### src/rtl/uart_pkg.sv
// Shared UART definitions: parity modes, stop-bit codes, tx state encoding
// and the parity helper used by both transmitter and receiver.
package uart_pkg;

    // Parity modes
    localparam logic [2:0] PAR_NONE  = 3'd0;
    localparam logic [2:0] PAR_ODD   = 3'd1;
    localparam logic [2:0] PAR_EVEN  = 3'd2;
    localparam logic [2:0] PAR_MARK  = 3'd3;
    localparam logic [2:0] PAR_SPACE = 3'd4;

    // Stop-bit codes (any other value behaves as STOP_1)
    localparam int STOP_1   = 0;
    localparam int STOP_1P5 = 1;
    localparam int STOP_2   = 2;

    // Widest supported data word
    localparam int MAX_DATABITS = 9;

    // Bit timer width: must hold 2 * 65535
    localparam int TIMER_W = 17;

    typedef enum logic [2:0] {
        TX_IDLE   = 3'd0,
        TX_START  = 3'd1,
        TX_DATA   = 3'd2,
        TX_PARITY = 3'd3,
        TX_STOP   = 3'd4
    } tx_state_e;

    // Parity bit for a zero-extended data word; the padding zeros do not
    // change the XOR reduction, so one width serves every Databits value.
    function automatic logic calc_parity(input logic [MAX_DATABITS-1:0] data,
                                         input logic [2:0] mode);
        logic p;
        case (mode)
            PAR_ODD:   p = ~^data;
            PAR_EVEN:  p = ^data;
            PAR_MARK:  p = 1'b1;
            PAR_SPACE: p = 1'b0;
            default:   p = 1'b0;
        endcase
        return p;
    endfunction

endpackage

### src/rtl/uart_bit_timer.sv
// Loadable down-counter that measures one bit period (or a stop period).
// Loading N makes done_o assert on the Nth cycle after the load edge.
module uart_bit_timer
    import uart_pkg::*;
(
    input  logic               clk_i,
    input  logic               rst_i,
    input  logic               load_i,
    input  logic [TIMER_W-1:0] load_val_i,
    output logic               done_o
);

    logic [TIMER_W-1:0] count_q;

    // Load N-1 so the count hits zero in the last clock of the period
    always_ff @(posedge clk_i) begin
        if (rst_i) begin
            count_q <= '0;
        end else if (load_i) begin
            count_q <= load_val_i - TIMER_W'(1);
        end else if (count_q != '0) begin
            count_q <= count_q - TIMER_W'(1);
        end
    end

    assign done_o = (count_q == '0);

endmodule

### src/rtl/uart_tx.sv
// UART transmitter: one AXI-Stream beat in, one serial frame out on txd.
// Frame: start bit, data LSB first, optional parity, 1/1.5/2 stop bits.
//
// Handshake: a word transfers on any clock where s_axis_tvalid and
// s_axis_tready are both high; tready is high only in IDLE outside reset,
// and the source must hold tvalid/tdata stable until it sees tready.
module uart_tx
    import uart_pkg::*;
#(
    parameter int    Databits = 8,
    parameter string Parity   = "NONE",
    parameter int    Stopbits = 0
) (
    input  logic                clk,
    input  logic                rst,
    input  logic [Databits-1:0] s_axis_tdata,
    input  logic                s_axis_tvalid,
    output logic                s_axis_tready,
    output logic                txd,
    output logic                busy,
    input  logic [15:0]         prescale
);

    localparam logic [2:0] ParMode =
        (Parity == "ODD")   ? PAR_ODD   :
        (Parity == "EVEN")  ? PAR_EVEN  :
        (Parity == "MARK")  ? PAR_MARK  :
        (Parity == "SPACE") ? PAR_SPACE : PAR_NONE;
    localparam bit HasParity = (ParMode != PAR_NONE);
    localparam int StopCode  = (Stopbits == STOP_1P5 || Stopbits == STOP_2) ? Stopbits : STOP_1;
    localparam logic [3:0] LastIdx = 4'(Databits - 1);

    tx_state_e           state_q, state_d;
    logic [Databits-1:0] data_q, data_d;
    logic                par_q, par_d;
    logic [15:0]         presc_q, presc_d;
    logic [3:0]          idx_q, idx_d;
    logic                txd_q, txd_d;

    logic                timer_load;
    logic [TIMER_W-1:0]  timer_val;
    logic                timer_done;

    logic                handshake;
    logic [15:0]         presc_in;
    logic [TIMER_W-1:0]  bit_len;
    logic [TIMER_W-1:0]  stop_len;

    assign s_axis_tready = (state_q == TX_IDLE) && !rst;
    assign handshake     = s_axis_tvalid && s_axis_tready;
    assign busy          = (state_q != TX_IDLE);
    assign txd           = txd_q;

    // A prescale of zero would give a zero-length bit; run it as one clock
    assign presc_in = (prescale == 16'd0) ? 16'd1 : prescale;
    assign bit_len  = {1'b0, presc_q};

    // Stop period length for the configured stop-bit code
    always_comb begin
        stop_len = bit_len;
        if (StopCode == STOP_1P5) begin
            stop_len = bit_len + (bit_len >> 1);
        end else if (StopCode == STOP_2) begin
            stop_len = bit_len << 1;
        end
    end

    uart_bit_timer u_timer (
        .clk_i      (clk),
        .rst_i      (rst),
        .load_i     (timer_load),
        .load_val_i (timer_val),
        .done_o     (timer_done)
    );

    // Next-state and next-txd; txd_d holds the level for the segment being entered
    always_comb begin
        state_d    = state_q;
        data_d     = data_q;
        par_d      = par_q;
        presc_d    = presc_q;
        idx_d      = idx_q;
        txd_d      = txd_q;
        timer_load = 1'b0;
        timer_val  = bit_len;

        case (state_q)
            TX_IDLE: begin
                txd_d = 1'b1;
                if (handshake) begin
                    data_d     = s_axis_tdata;
                    par_d      = calc_parity(MAX_DATABITS'(s_axis_tdata), ParMode);
                    presc_d    = presc_in;
                    timer_load = 1'b1;
                    timer_val  = {1'b0, presc_in};
                    txd_d      = 1'b0;
                    state_d    = TX_START;
                end
            end
            TX_START: begin
                if (timer_done) begin
                    txd_d      = data_q[0];
                    data_d     = data_q >> 1;
                    idx_d      = 4'd0;
                    timer_load = 1'b1;
                    state_d    = TX_DATA;
                end
            end
            TX_DATA: begin
                if (timer_done) begin
                    timer_load = 1'b1;
                    if (idx_q == LastIdx) begin
                        if (HasParity) begin
                            txd_d   = par_q;
                            state_d = TX_PARITY;
                        end else begin
                            txd_d     = 1'b1;
                            timer_val = stop_len;
                            state_d   = TX_STOP;
                        end
                    end else begin
                        idx_d  = idx_q + 4'd1;
                        txd_d  = data_q[0];
                        data_d = data_q >> 1;
                    end
                end
            end
            TX_PARITY: begin
                if (timer_done) begin
                    txd_d      = 1'b1;
                    timer_load = 1'b1;
                    timer_val  = stop_len;
                    state_d    = TX_STOP;
                end
            end
            TX_STOP: begin
                if (timer_done) begin
                    txd_d   = 1'b1;
                    state_d = TX_IDLE;
                end
            end
            default: begin
                txd_d   = 1'b1;
                state_d = TX_IDLE;
            end
        endcase
    end

    // State and datapath registers; reset abandons any frame and idles the line
    always_ff @(posedge clk) begin
        if (rst) begin
            state_q <= TX_IDLE;
            data_q  <= '0;
            par_q   <= 1'b0;
            presc_q <= 16'd1;
            idx_q   <= 4'd0;
            txd_q   <= 1'b1;
        end else begin
            state_q <= state_d;
            data_q  <= data_d;
            par_q   <= par_d;
            presc_q <= presc_d;
            idx_q   <= idx_d;
            txd_q   <= txd_d;
        end
    end

endmodule
### config.mk
export PLATFORM = sky130hd
export DESIGN_NAME = uart_tx
export DESIGN_NICKNAME = d
export VERILOG_FILES = /design/src/rtl/uart_pkg.sv /design/src/rtl/uart_bit_timer.sv /design/src/rtl/uart_tx.sv
export SDC_FILE = /design/constraint.sdc
export NUM_CORES = 1
export LEC_CHECK = 0
export BUFFER_PORTS_ARGS = -buffer_cell sky130_fd_sc_hd__buf_2
export CORE_UTILIZATION = 55
export DETAILED_ROUTE_END_ITERATION = 16
export GPL_ROUTABILITY_DRIVEN = 0
export GPL_TIMING_DRIVEN = 0
export PLACE_DENSITY = 0.72
export SLEW_MARGIN = 25
export SYNTH_ARGS = -nofsm -noshare
export SYNTH_HDL_FRONTEND = slang
export SYNTH_SLANG_ARGS = --single-unit
### constraint.sdc
create_clock -name clk -period 8.4 [get_ports clk]
set_input_delay 1.68 -clock clk [delete_from_list [all_inputs] [get_ports clk]]
set_output_delay 1.68 -clock clk [all_outputs]
set_load 0.1 [all_outputs]
==> results of run 1 <==
## cells in the mapped netlist, types with 2 or more instances
cell type                    n  area [sq um]
sky130_fd_sc_hd__xnor2_1     5          43.8
sky130_fd_sc_hd__or2_2       6          37.5
sky130_fd_sc_hd__o22ai_1     8          50.1
sky130_fd_sc_hd__nand2b_1    8          50.1
sky130_fd_sc_hd__or3_1       3          18.8
sky130_fd_sc_hd__o2bb2ai_1   2          17.5
sky130_fd_sc_hd__o31ai_1     2          15.0
sky130_fd_sc_hd__a21oi_1    27           135
sky130_fd_sc_hd__xor2_1      2          17.5
sky130_fd_sc_hd__o22a_1      5          43.8
sky130_fd_sc_hd__and2_1      3          18.8
sky130_fd_sc_hd__nor2_1     40           150
sky130_fd_sc_hd__nor3_1     23           115
sky130_fd_sc_hd__o221ai_1    3          26.3
sky130_fd_sc_hd__nor2b_1     4          25.0
sky130_fd_sc_hd__a31oi_1     3          18.8
sky130_fd_sc_hd__o31a_1      2          17.5
sky130_fd_sc_hd__mux2i_1    16           160
sky130_fd_sc_hd__nor4_1      8          50.1
sky130_fd_sc_hd__buf_2       3          15.0
sky130_fd_sc_hd__a21o_1      2          15.0
sky130_fd_sc_hd__buf_6       2          22.5
sky130_fd_sc_hd__nand2_1    56           210
sky130_fd_sc_hd__o21ai_0    15          75.1
sky130_fd_sc_hd__o21bai_1    2          15.0
sky130_fd_sc_hd__clkbuf_1   17          63.8
sky130_fd_sc_hd__inv_1       2          7.51
sky130_fd_sc_hd__o32ai_1     2          17.5
sky130_fd_sc_hd__o21a_1      6          45.0
sky130_fd_sc_hd__dfxtp_1    49           981
sky130_fd_sc_hd__a211oi_1   14           105
sky130_fd_sc_hd__ha_1        2          25.0
sky130_fd_sc_hd__nand3_1     6          30.0
## flip-flops by register name (all words and copies together) (netlist names)
signal	count
state_q	3
presc_q	16
data_q	8
u_timer.count_q	17
idx_q	4
txd	1
## tightest hold or removal path: cells and delay by family (launching register included)
kind             cells  cell delay [ps]
flip-flops           1              320
AO/OA/AOI/OAI        1               50
AND/OR/NAND/NOR      1               50
## layout make-up
cell class | count | area [sq um] | area share, %
multi-input cells | 301 | 1820 | 55.3
flip-flops and latches | 49 | 981 | 29.8
repair buffers | 29 | 145 | 4.41
plain buffers | 23 | 109 | 3.31
well taps | 70 | 87.6 | 2.66
clock buffers | 5 | 68.8 | 2.09
clock inverters | 3 | 65.1 | 1.98
inverters | 3 | 16.3 | 0.494
## power by group
group	internal, mW	switching (mW)	total, mW
logic	0.176	0.291	0.467
registers	0.283	0.0427	0.326
clock network	0.118	0.0815	0.200
## stage by stage
step	hold WS (ps)	utilization, %	setup WS [ps]
after detailed placement	449	61.8	3370
after CTS	462	64.5	3690
final	464	64.5	3600
after global routing	479	64.5	3490
after floorplan	437	-	3840
after global placement	445	61.8	3410
## worst max-delay path by stage
| stage | end | startpoint | cells after the start |
|---|---|---|---|
| 4_1_cts | u_timer.count_q[14] | rst | 14 |
| 3_3_place_gp | u_timer.count_q[16] | rst | 14 |
| 2_1_floorplan | u_timer.count_q[14] | rst | 13 |
| 5_1_grt | u_timer.count_q[16] | rst | 14 |
| 3_5_place_dp | u_timer.count_q[14] | rst | 14 |
| 6_report | u_timer.count_q[14] | rst | 14 |
## logic make-up after synthesis
| family | share of synthesized area (%) |
|---|---|
| muxes | 6.24 |
| xor gates and xnor gates | 2.10 |
| AOI/OAI and AO/OA | 23.7 |
| DFF | 33.5 |
| adders and majority gates | 0.855 |
| and+or+nand+nor | 29.3 |
| buffers and inverters | 4.28 |
## layer usage
metal / share of wire, % / vias up / GRT usage [%]
met4: 4.1 / 0 / 17.2
met5: 0 / - / 0
met2: 47 / 118 / 50.5
li1: - / 1447 / -
met3: 5.5 / 29 / 4.69
met1: 44 / 1379 / 38.8
==> insert_results.sql, run 1 <==
INSERT INTO impl_metrics (metric_group, metric, value, unit) VALUES
('clocking', 'cts_inserted_buffers', '5', ''),
('logic_synthesis', 'synth-seq-cells', '49', ''),
('clocking', 'cts.sink_count', '49', ''),
('worst_setup_path', 'critical_path_s_most_frequent_cell', 'sky130_fd_sc_hd__buf_2', ''),
('finish', 'final_cell_mix', '56 x sky130_fd_sc_hd__nand2_1, 49 x sky130_fd_sc_hd__dfxtp_1, 40 x sky130_fd_sc_hd__nor2_1', ''),
('sta', 'max_slew.worst_pin.slew', '768', 'ps'),
('min_path', 'holdPathStages', '2', ''),
('routing', 'drt-initial-drc-count', '164', ''),
('logic_synthesis', 'ys.warnings.count', '0', ''),
('global_routing', 'global_route_wire_length_before_repair', '13100', 'um'),
('sta', 'setup_repair_after_global_routing_missed_its_margin', 'no', ''),
('logic_synthesis', 'post_synthesis_cell_type_count', '61', ''),
('logic_synthesis', 'synthesis.area_per_instance', '7.78', 'sq um'),
('logic_synthesis', 'post_synth_inst_count', '376', ''),
('finish', 'final_net_count', '441', ''),
('global_routing', 'maximum_number_of_pins_on_one_net_before_global_route_repair', '16', ''),
('worst_setup_path', 'timing.critical_path.slowest_stage_cell', 'sky130_fd_sc_hd__or4_4', ''),
('finish', 'stdcell_area', '3290', 'sq um'),
('worst_setup_path', 'crit_type', 'in2reg', ''),
('min_path', 'hold_path_startpoint', 'presc_q[14]', ''),
('finish', 'areaGrowthSynthToFinish', '12.5', '%'),
('power_and_ir_drop', 'pwr_total', '0.993', 'mW'),
('run_status', 'outcome', 'complete, no violations', ''),
('placed_design', 'dp_hpwl', '5900', 'um'),
('power_and_ir_drop', 'cellPowerDensity', '302', 'nW/um^2'),
('clocking', 'max-clock-path-buffers', '2', ''),
('routing', 'wl_per_cell', '16.3', 'um'),
('global_routing', 'global_route.overflow_total', '0', ''),
('routing', 'remaining_drc_errors', '0', ''),
('sta', 'finalCriticalPeriod', '4800', 'ps'),
('worst_setup_path', 'crit-reg2reg-launch', 'u_timer.count_q[0]', ''),
('logic_synthesis', 'syn_area', '2930', 'sq um'),
('global_routing', 'gr_usage_total', '30.8', '%'),
('logic_synthesis', 'ys_dominant_reg_cell', 'sky130_fd_sc_hd__dfxtp_1', ''),
('sta', 'max-slew-margin-rel', '48.6', '%'),
('worst_setup_path', 'worstRegToRegCells', '11', ''),
('global_routing', 'grt_pass1_vias', '2784', ''),
('clocking', 'cts_resized', '0', ''),
('worst_setup_path', 'critPathArrivalTime', '5030', 'ps'),
('worst_setup_path', 'timing.critical_path.to_type', 'flop', ''),
('logic_synthesis', 'async_reset_ff_share', '0', '%'),
('sta', 'setup_tns', '0', 'ps'),
('job', 'max_cap_viol_count', '0', ''),
('floorplanning', 'design.portCount', '30', ''),
('logic_synthesis', 'postSynthNetCount', '405', ''),
('routing', 'drt-vias-per-instance', '6.16', ''),
('floorplanning', 'initial_utilization', '57.3', '%'),
('clocking', 'clk_pin_slew', '90', 'ps'),
('finish', 'share_of_final_layout_standard_cells_stronger_than_drive_strength_1', '14.8', '%'),
('clocking', 'cts.root.buffer_cell', 'sky130_fd_sc_hd__clkbuf_8', ''),
('worst_setup_path', 'setup.worst_path.start_class', 'input pin', ''),
('routing', 'antenna_left', '0', ''),
('sta', 'timing.clock.skew', '3.46', 'ps'),
('sta', 'setup_viol', '0', ''),
('worst_setup_path', 'worst-r2r-setup-slack', '4490', 'ps'),
('clocking', 'tritoncts', 'yes', ''),
('min_path', 'hold_end', 'presc_q[14]', ''),
('finish', 'final-instance-count-excl-fill', '483', ''),
('sta', 'final_hold_viol_count', '0', ''),
('worst_setup_path', 'data_required_time_of_the_critical_path', '8630', 'ps'),
('floorplanning', 'std_cell_rows', '26', ''),
('floorplanning', 'chipHeight', '74.9', 'um'),
('routing', 'drt_wl_total', '7890', 'um'),
('worst_setup_path', 'cp_slowest_stage_delay', '470', 'ps'),
('finish', 'n_fill_cell', '469', ''),
('sta', 'fmax', '209', 'MHz'),
('routing', 'detailroute.via_count', '2973', ''),
('placed_design', 'numPortBuffers', '29', ''),
('sta', 'timing.final.max_slew_violations', '0', ''),
('floorplanning', 'placeable_core_region', '5110', 'sq um'),
('floorplanning', 'die_width', '74.9', 'um');
Power figures use the tool's default switching activity.
==> run 2, diff against run 1 <==
- CORE_UTILIZATION: 55 -> 53
- PLACE_DENSITY: 0.72 -> 0.73
- clock period: 8.4 -> 4.1 ns (I/O delays scaled with it)
==> insert_results.sql, run 2 (synthesized netlist as in run 1, its figures left out) <==
INSERT INTO impl_metrics (metric_group, metric, value, unit) VALUES
('finish', 'utilization', '62.7', '%'),
('clocking', 'holdBufCountCts', '0', ''),
('run_status', 'outcome', 'complete, no violations', ''),
('power_and_ir_drop', 'cellPowerDensity', '594', 'nW/um^2'),
('clocking', 'clk_pin_slew', '90', 'ps'),
('job', 'max_cap_viol_count', '0', ''),
('worst_setup_path', 'crit_type', 'reg2reg', ''),
('routing', 'dr.pass1.iters', '5', ''),
('sta', 'max-slew-margin-rel', '50.2', '%'),
('floorplanning', 'chipHeight', '76.3', 'um'),
('clocking', 'max-clock-path-buffers', '2', ''),
('worst_setup_path', 'setup.worst_path.start_class', 'flop', ''),
('sta', 'setup_tns', '0', 'ps'),
('worst_setup_path', 'timing.critical_path.to_type', 'flop', ''),
('power_and_ir_drop', 'ir_drop', '0.000342', 'V'),
('clocking', 'cts_inserted_buffers', '5', ''),
('worst_setup_path', 'cpLargestDelayFamily', 'buffers and inverters', ''),
('floorplanning', 'die_area', '5820', 'sq um'),
('worst_setup_path', 'worst_r2r_endpoint', 'u_timer.count_q[14]', ''),
('worst_setup_path', 'critPathArrivalTime', '4140', 'ps'),
('global_routing', 'grt_pass1_vias', '2655', ''),
('worst_setup_path', 'worstRegToRegCells', '15', ''),
('worst_setup_path', 'crit_fanout', '10', ''),
('clocking', 'cts.sink_count', '49', ''),
('finish', 'final_net_count', '441', ''),
('min_path', 'worst_hold_path_type', 'reg2reg', ''),
('placed_design', 'dp_hpwl', '5780', 'um'),
('clocking', 'cts.root.buffer_cell', 'sky130_fd_sc_hd__clkbuf_8', ''),
('floorplanning', 'design.portCount', '30', ''),
('global_routing', 'maximum_number_of_pins_on_one_net_before_global_route_repair', '15', ''),
('worst_setup_path', 'timing.critical_path.slowest_stage_cell', 'sky130_fd_sc_hd__clkbuf_1', ''),
('min_path', 'holdPathStages', '2', ''),
('floorplanning', 'die_width', '76.3', 'um'),
('min_path', 'hold_end', 'presc_q[15]', ''),
('clocking', 'tritoncts', 'yes', ''),
('finish', 'final_cell_mix', '56 x sky130_fd_sc_hd__nand2_1, 49 x sky130_fd_sc_hd__dfxtp_1, 40 x sky130_fd_sc_hd__nor2_1', ''),
('global_routing', 'initial_antenna_violation_count', '0', ''),
('routing', 'remaining_drc_errors', '0', ''),
('finish', 'share_of_final_layout_standard_cells_stronger_than_drive_strength_1', '14.8', '%'),
('sta', 'hold-worst-slack', '467', 'ps'),
('floorplanning', 'placeable_core_region', '5200', 'sq um'),
('sta', 'fmax', '256', 'MHz'),
('routing', 'drt_wl_total', '7790', 'um'),
('clocking', 'worst_skew_pair.late_latency', '300', 'ps'),
('placed_design', 'place.detailed.instances', '475', ''),
('worst_setup_path', 'data_required_time_of_the_critical_path', '4330', 'ps'),
('routing', 'wl_per_cell', '16.1', 'um'),
('worst_setup_path', 'crit_buf_inv', '4', ''),
('routing', 'drt-initial-drc-count', '279', ''),
('worst_setup_path', 'critical_path.cell_chain', 'buf_4 -> nor2_1 -> or2_2 -> o31a_1 -> buf_6 -> clkbuf_1 -> clkbuf_1 -> nor2_1 -> a21oi_1 -> ha_1 -> o2111ai_1 -> mux2i_4 -> o21ai_2 -> or3_1 -> a21oi_1', ''),
('finish', 'largest-register', 'u_timer.count_q', ''),
('sta', 'final_min_period_over_clock_period', '95.2', '%'),
('worst_setup_path', 'crit-reg2reg-launch', 'state_q[1]', ''),
('sta', 'finalCriticalPeriod', '3900', 'ps'),
('worst_setup_path', 'worst-r2r-setup-slack', '200', 'ps'),
('global_routing', 'global_route_wire_length_before_repair', '12700', 'um'),
('clocking', 'cts-htree-levels', '2', ''),
('global_routing', 'gr_usage_total', '27.3', '%'),
('min_path', 'hold_path_startpoint', 'presc_q[15]', ''),
('sta', 'timing.clock.skew', '4.54', 'ps'),
('floorplanning', 'std_cell_rows', '26', ''),
('finish', 'n_fill_cell', '479', ''),
('global_routing', 'global_route.overflow_total', '0', ''),
('floorplanning', 'initial_utilization', '56.2', '%'),
('placed_design', 'numPortBuffers', '29', ''),
('routing', 'drt-vias-per-instance', '6.11', ''),
('sta', 'final_hold_viol_count', '0', ''),
('finish', 'final-instance-count-excl-fill', '483', ''),
('finish', 'largest_register_ff_count', '17', ''),
('finish', 'most_common_cell_after_layout_fill_and_taps_aside', 'sky130_fd_sc_hd__nand2_1', ''),
('worst_setup_path', 'cp_slowest_stage_delay', '430', 'ps'),
('routing', 'antenna_left', '0', ''),
('finish', 'insertedDiodeCount', '0', ''),
('sta', 'timing.final.max_slew_violations', '0', ''),
('power_and_ir_drop', 'static-leakage-power', '1.17', 'nW'),
('finish', 'reg.largest.list', 'u_timer.count_q: 17 flops, presc_q: 16 flops, data_q: 8 flops', ''),
('sta', 'max_slew.worst_pin.slew', '748', 'ps'),
('finish', 'areaGrowthSynthToFinish', '11.5', '%'),
('routing', 'detailroute.via_count', '2952', ''),
('sta', 'setup_viol', '0', ''),
('sta', 'setup_repair_after_global_routing_missed_its_margin', 'no', '');
run 2: timing repair:
item,CTS,global route
setup endpoints to repair,0,2
resized for setup,0,2
setup buffers,0,0
run 2: worst register-to-register path: stages, from the launching register on:
cell	delay, ps
sky130_fd_sc_hd__dfxtp_1	330
sky130_fd_sc_hd__buf_4	170
sky130_fd_sc_hd__nor2_1	250
sky130_fd_sc_hd__or2_2	210
sky130_fd_sc_hd__o31a_1	150
sky130_fd_sc_hd__buf_6	150
sky130_fd_sc_hd__clkbuf_1	410
sky130_fd_sc_hd__clkbuf_1	430
sky130_fd_sc_hd__nor2_1	110
sky130_fd_sc_hd__a21oi_1	150
sky130_fd_sc_hd__ha_1	250
sky130_fd_sc_hd__o2111ai_1	230
sky130_fd_sc_hd__mux2i_4	300
sky130_fd_sc_hd__o21ai_2	170
sky130_fd_sc_hd__or3_1	390
sky130_fd_sc_hd__a21oi_1	150
run 2: worst max path at each step:
stage	from	end	slack [ps]	cells past startpoint
finish	state_q[1]	u_timer.count_q[14]	200	15
global route	state_q[1]	u_timer.count_q[14]	8	15
CTS	rst	u_timer.count_q[16]	190	14
detailed placement	rst	u_timer.count_q[16]	-120	14
global placement	rst	u_timer.count_q[16]	-20	14
floorplan	rst	u_timer.count_q[14]	400	13
run 2: layer usage:
metal	vias to the layer above	track usage, %	wire length (um)
met1	1377	35.2	3470
met3	15	4.19	472
met4	0	10.4	167
li1	1444	-	-
met2	116	45.8	3680
met5	-	0	0
run 2: where the power goes:
part	internal (mW)	switching (mW)	total [mW]	leakage (nW)
clock	0.153	0.165	0.318	0.0542
combinational	0.361	0.590	0.951	0.717
sequential	0.581	0.0883	0.669	0.401
total	1.09	0.844	1.94	1.17
run 2: final cells by class:
class	instances	area [sq um]	share of cell area (%)
Clock inverter	1	5.00	0.153
Multi-Input combinational cell	301	1820	55.8
Sequential cell	49	981	30.1
Clock buffer	7	96.3	2.95
Tap cell	70	87.6	2.69
Buffer	23	111	3.41
Inverter	3	16.3	0.499
Timing Repair Buffer	29	145	4.45
run 2: metrics by stage:
| stage | cell area [sq um] | total power [mW] | setup slack (ps) |
|---|---|---|---|
| 3_3_place_gp | 3160 | 1.59 | -21.4 |
| 3_5_place_dp | 3160 | 1.61 | -124 |
| 5_1_grt | 3260 | 2.06 | 7.61 |
| 4_1_cts | 3260 | 1.93 | 189 |
| 6_report | 3260 | 1.94 | 196 |
| 2_1_floorplan | 2930 | 1.40 | 395 |
==> run 3, diff against run 2 <==
- RECOVER_POWER: default -> 50
==> insert_results.sql, run 3 (synthesized netlist as in run 1, its figures left out) <==
INSERT INTO impl_metrics (metric_group, metric, value, unit) VALUES
('floorplanning', 'chipHeight', '76.3', 'um'),
('placed_design', 'place.detailed.instances', '475', ''),
('routing', 'dr.pass1.iters', '5', ''),
('global_routing', 'initial_antenna_violation_count', '0', ''),
('sta', 'setup_ws', '194', 'ps'),
('clocking', 'cts.repair_timing.setup_buffer_count', '0', ''),
('clocking', 'clk_pin_slew', '90', 'ps'),
('routing', 'drt_wl_total', '7790', 'um'),
('finish', 'multiInputGateArea', '1820', 'sq um'),
('clocking', 'tritoncts', 'yes', ''),
('placed_design', 'dp_hpwl', '5780', 'um'),
('floorplanning', 'die_area', '5820', 'sq um'),
('sta', 'finalCriticalPeriod', '3910', 'ps'),
('finish', 'utilization', '62.6', '%'),
('sta', 'final_hold_viol_count', '0', ''),
('placed_design', 'numPortBuffers', '29', ''),
('sta', 'final_min_period_over_clock_period', '95.3', '%'),
('finish', 'most_common_cell_after_layout_fill_and_taps_aside', 'sky130_fd_sc_hd__nand2_1', ''),
('routing', 'remaining_drc_errors', '0', ''),
('finish', 'reg.largest.list', 'u_timer.count_q: 17 flops, presc_q: 16 flops, data_q: 8 flops', ''),
('routing', 'antenna_left', '0', ''),
('min_path', 'holdPathStages', '2', ''),
('min_path', 'hold_end', 'presc_q[15]', ''),
('sta', 'timing.clock.skew', '5.81', 'ps'),
('floorplanning', 'design.portCount', '30', ''),
('placed_design', 'placed_cell_area', '3160', 'sq um'),
('worst_setup_path', 'critPathArrivalTime', '4140', 'ps'),
('floorplanning', 'die_width', '76.3', 'um'),
('routing', 'drt-vias-per-instance', '6.11', ''),
('worst_setup_path', 'setup.worst_path.start_class', 'flop', ''),
('clocking', 'worst_skew_pair.late_latency', '310', 'ps'),
('sta', 'max-slew-margin-rel', '21.6', '%'),
('min_path', 'hold_path_startpoint', 'presc_q[15]', ''),
('clocking', 'cts-htree-levels', '2', ''),
('sta', 'setup_viol', '0', ''),
('sta', 'timing.final.max_slew_violations', '0', ''),
('sta', 'max_slew.worst_pin.slew', '1180', 'ps'),
('power_and_ir_drop', 'static-leakage-power', '1.17', 'nW'),
('worst_setup_path', 'worst_r2r_endpoint', 'u_timer.count_q[14]', ''),
('job', 'max_cap_viol_count', '0', ''),
('power_and_ir_drop', 'ir_drop', '0.000342', 'V'),
('run_status', 'outcome', 'complete, no violations', ''),
('routing', 'drt-initial-drc-count', '276', ''),
('clocking', 'max-clock-path-buffers', '2', ''),
('sta', 'setup_repair_after_global_routing_missed_its_margin', 'no', ''),
('global_routing', 'global_route.overflow_total', '0', ''),
('finish', 'final-instance-count-excl-fill', '483', ''),
('finish', 'final_net_count', '441', ''),
('clocking', 'cts_inserted_buffers', '5', ''),
('global_routing', 'global_route_wire_length_before_repair', '12700', 'um'),
('finish', 'n_fill_cell', '480', ''),
('clocking', 'cts.sink_count', '49', ''),
('sta', 'hold-worst-slack', '467', 'ps'),
('placed_design', 'post-place-ws', '-124', 'ps'),
('power_and_ir_drop', 'pwr_total', '1.94', 'mW'),
('clocking', 'holdBufCountCts', '0', ''),
('worst_setup_path', 'crit_fanout', '10', ''),
('floorplanning', 'std_cell_rows', '26', ''),
('finish', 'share_of_final_layout_standard_cells_stronger_than_drive_strength_1', '14.5', '%'),
('min_path', 'worst_hold_path_type', 'reg2reg', ''),
('worst_setup_path', 'timing.critical_path.to_type', 'flop', ''),
('finish', 'insertedDiodeCount', '0', ''),
('worst_setup_path', 'data_required_time_of_the_critical_path', '4330', 'ps'),
('worst_setup_path', 'crit-reg2reg-launch', 'state_q[1]', ''),
('sta', 'fmax', '256', 'MHz'),
('routing', 'detailroute.via_count', '2950', ''),
('floorplanning', 'initial_utilization', '56.2', '%'),
('worst_setup_path', 'worst-r2r-setup-slack', '190', 'ps'),
('finish', 'largest-register', 'u_timer.count_q', ''),
('worst_setup_path', 'crit_type', 'reg2reg', ''),
('routing', 'wl_per_cell', '16.1', 'um'),
('global_routing', 'maximum_number_of_pins_on_one_net_before_global_route_repair', '15', ''),
('global_routing', 'gr_usage_total', '27.3', '%'),
('sta', 'setup_tns', '0', 'ps'),
('finish', 'areaGrowthSynthToFinish', '11.5', '%'),
('global_routing', 'grt_pass1_vias', '2655', ''),
('power_and_ir_drop', 'cellPowerDensity', '595', 'nW/um^2'),
('finish', 'stdcell_area', '3260', 'sq um'),
('finish', 'sequential_cell_area', '981', 'sq um'),
('floorplanning', 'placeable_core_region', '5200', 'sq um'),
('finish', 'final_cell_mix', '56 x sky130_fd_sc_hd__nand2_1, 49 x sky130_fd_sc_hd__dfxtp_1, 40 x sky130_fd_sc_hd__nor2_1', ''),
('worst_setup_path', 'worstRegToRegCells', '15', ''),
('clocking', 'cts.root.buffer_cell', 'sky130_fd_sc_hd__clkbuf_8', ''),
('finish', 'largest_register_ff_count', '17', '');
-- run 3: cell count changes in the layout (fill, tap and decap cells not counted) --
cell                       change
sky130_fd_sc_hd__and2_1        -1
sky130_fd_sc_hd__clkbuf_1      +1
sky130_fd_sc_hd__and2_0        +1
sky130_fd_sc_hd__buf_2         -1
-- run 3: timing repair --
item / CTS / global route
gates resized for setup: 0 / 2
setup endpoints to repair: 0 / 2
hold endpoints to repair: 0 / 0
-- run 3: layer usage --
metal,GRT usage [%],up-vias,wire length (um)
li1,-,1443,-
met1,35.2,1377,3490
met2,45.8,113,3680
met3,4.19,17,450
met4,10.4,0,171
met5,0,-,0
-- run 3: how the worst max path moves through the flow --
stage | startpoint | to | depth (start not counted)
2_1_floorplan | rst | u_timer.count_q[14] | 13
3_3_place_gp | rst | u_timer.count_q[16] | 14
3_5_place_dp | rst | u_timer.count_q[16] | 14
4_1_cts | rst | u_timer.count_q[16] | 14
5_1_grt | state_q[1] | u_timer.count_q[14] | 15
6_report | state_q[1] | u_timer.count_q[14] | 15
-- run 3: cell type report --
type / instances / area share [%]
Multi-Input combinational cell: 301 / 55.8
Sequential cell: 49 / 30.1
Timing Repair Buffer: 29 / 4.41
Buffer: 23 / 3.42
Clock buffer: 7 / 2.95
Tap cell: 70 / 2.69
Inverter: 3 / 0.499
Clock inverter: 1 / 0.153
-- run 3: worst max-delay path, cell delays in order (launching register included) --
cell and delay, ps:
sky130_fd_sc_hd__dfxtp_1 330, sky130_fd_sc_hd__buf_4 170, sky130_fd_sc_hd__nor2_1 250, sky130_fd_sc_hd__or2_2 210
sky130_fd_sc_hd__o31a_1 150, sky130_fd_sc_hd__buf_6 150, sky130_fd_sc_hd__clkbuf_1 400, sky130_fd_sc_hd__clkbuf_1 430
sky130_fd_sc_hd__nor2_1 110, sky130_fd_sc_hd__a21oi_1 150, sky130_fd_sc_hd__ha_1 250, sky130_fd_sc_hd__o2111ai_1 230
sky130_fd_sc_hd__mux2i_4 300, sky130_fd_sc_hd__o21ai_2 170, sky130_fd_sc_hd__or3_1 390, sky130_fd_sc_hd__a21oi_1 150
-- run 3: where the power goes --
part	switching (mW)	total, mW	leakage (nW)	internal, mW
clock	0.166	0.319	0.0542	0.153
combinational	0.591	0.951	0.715	0.360
sequential	0.0885	0.669	0.401	0.581
total	0.846	1.94	1.17	1.09
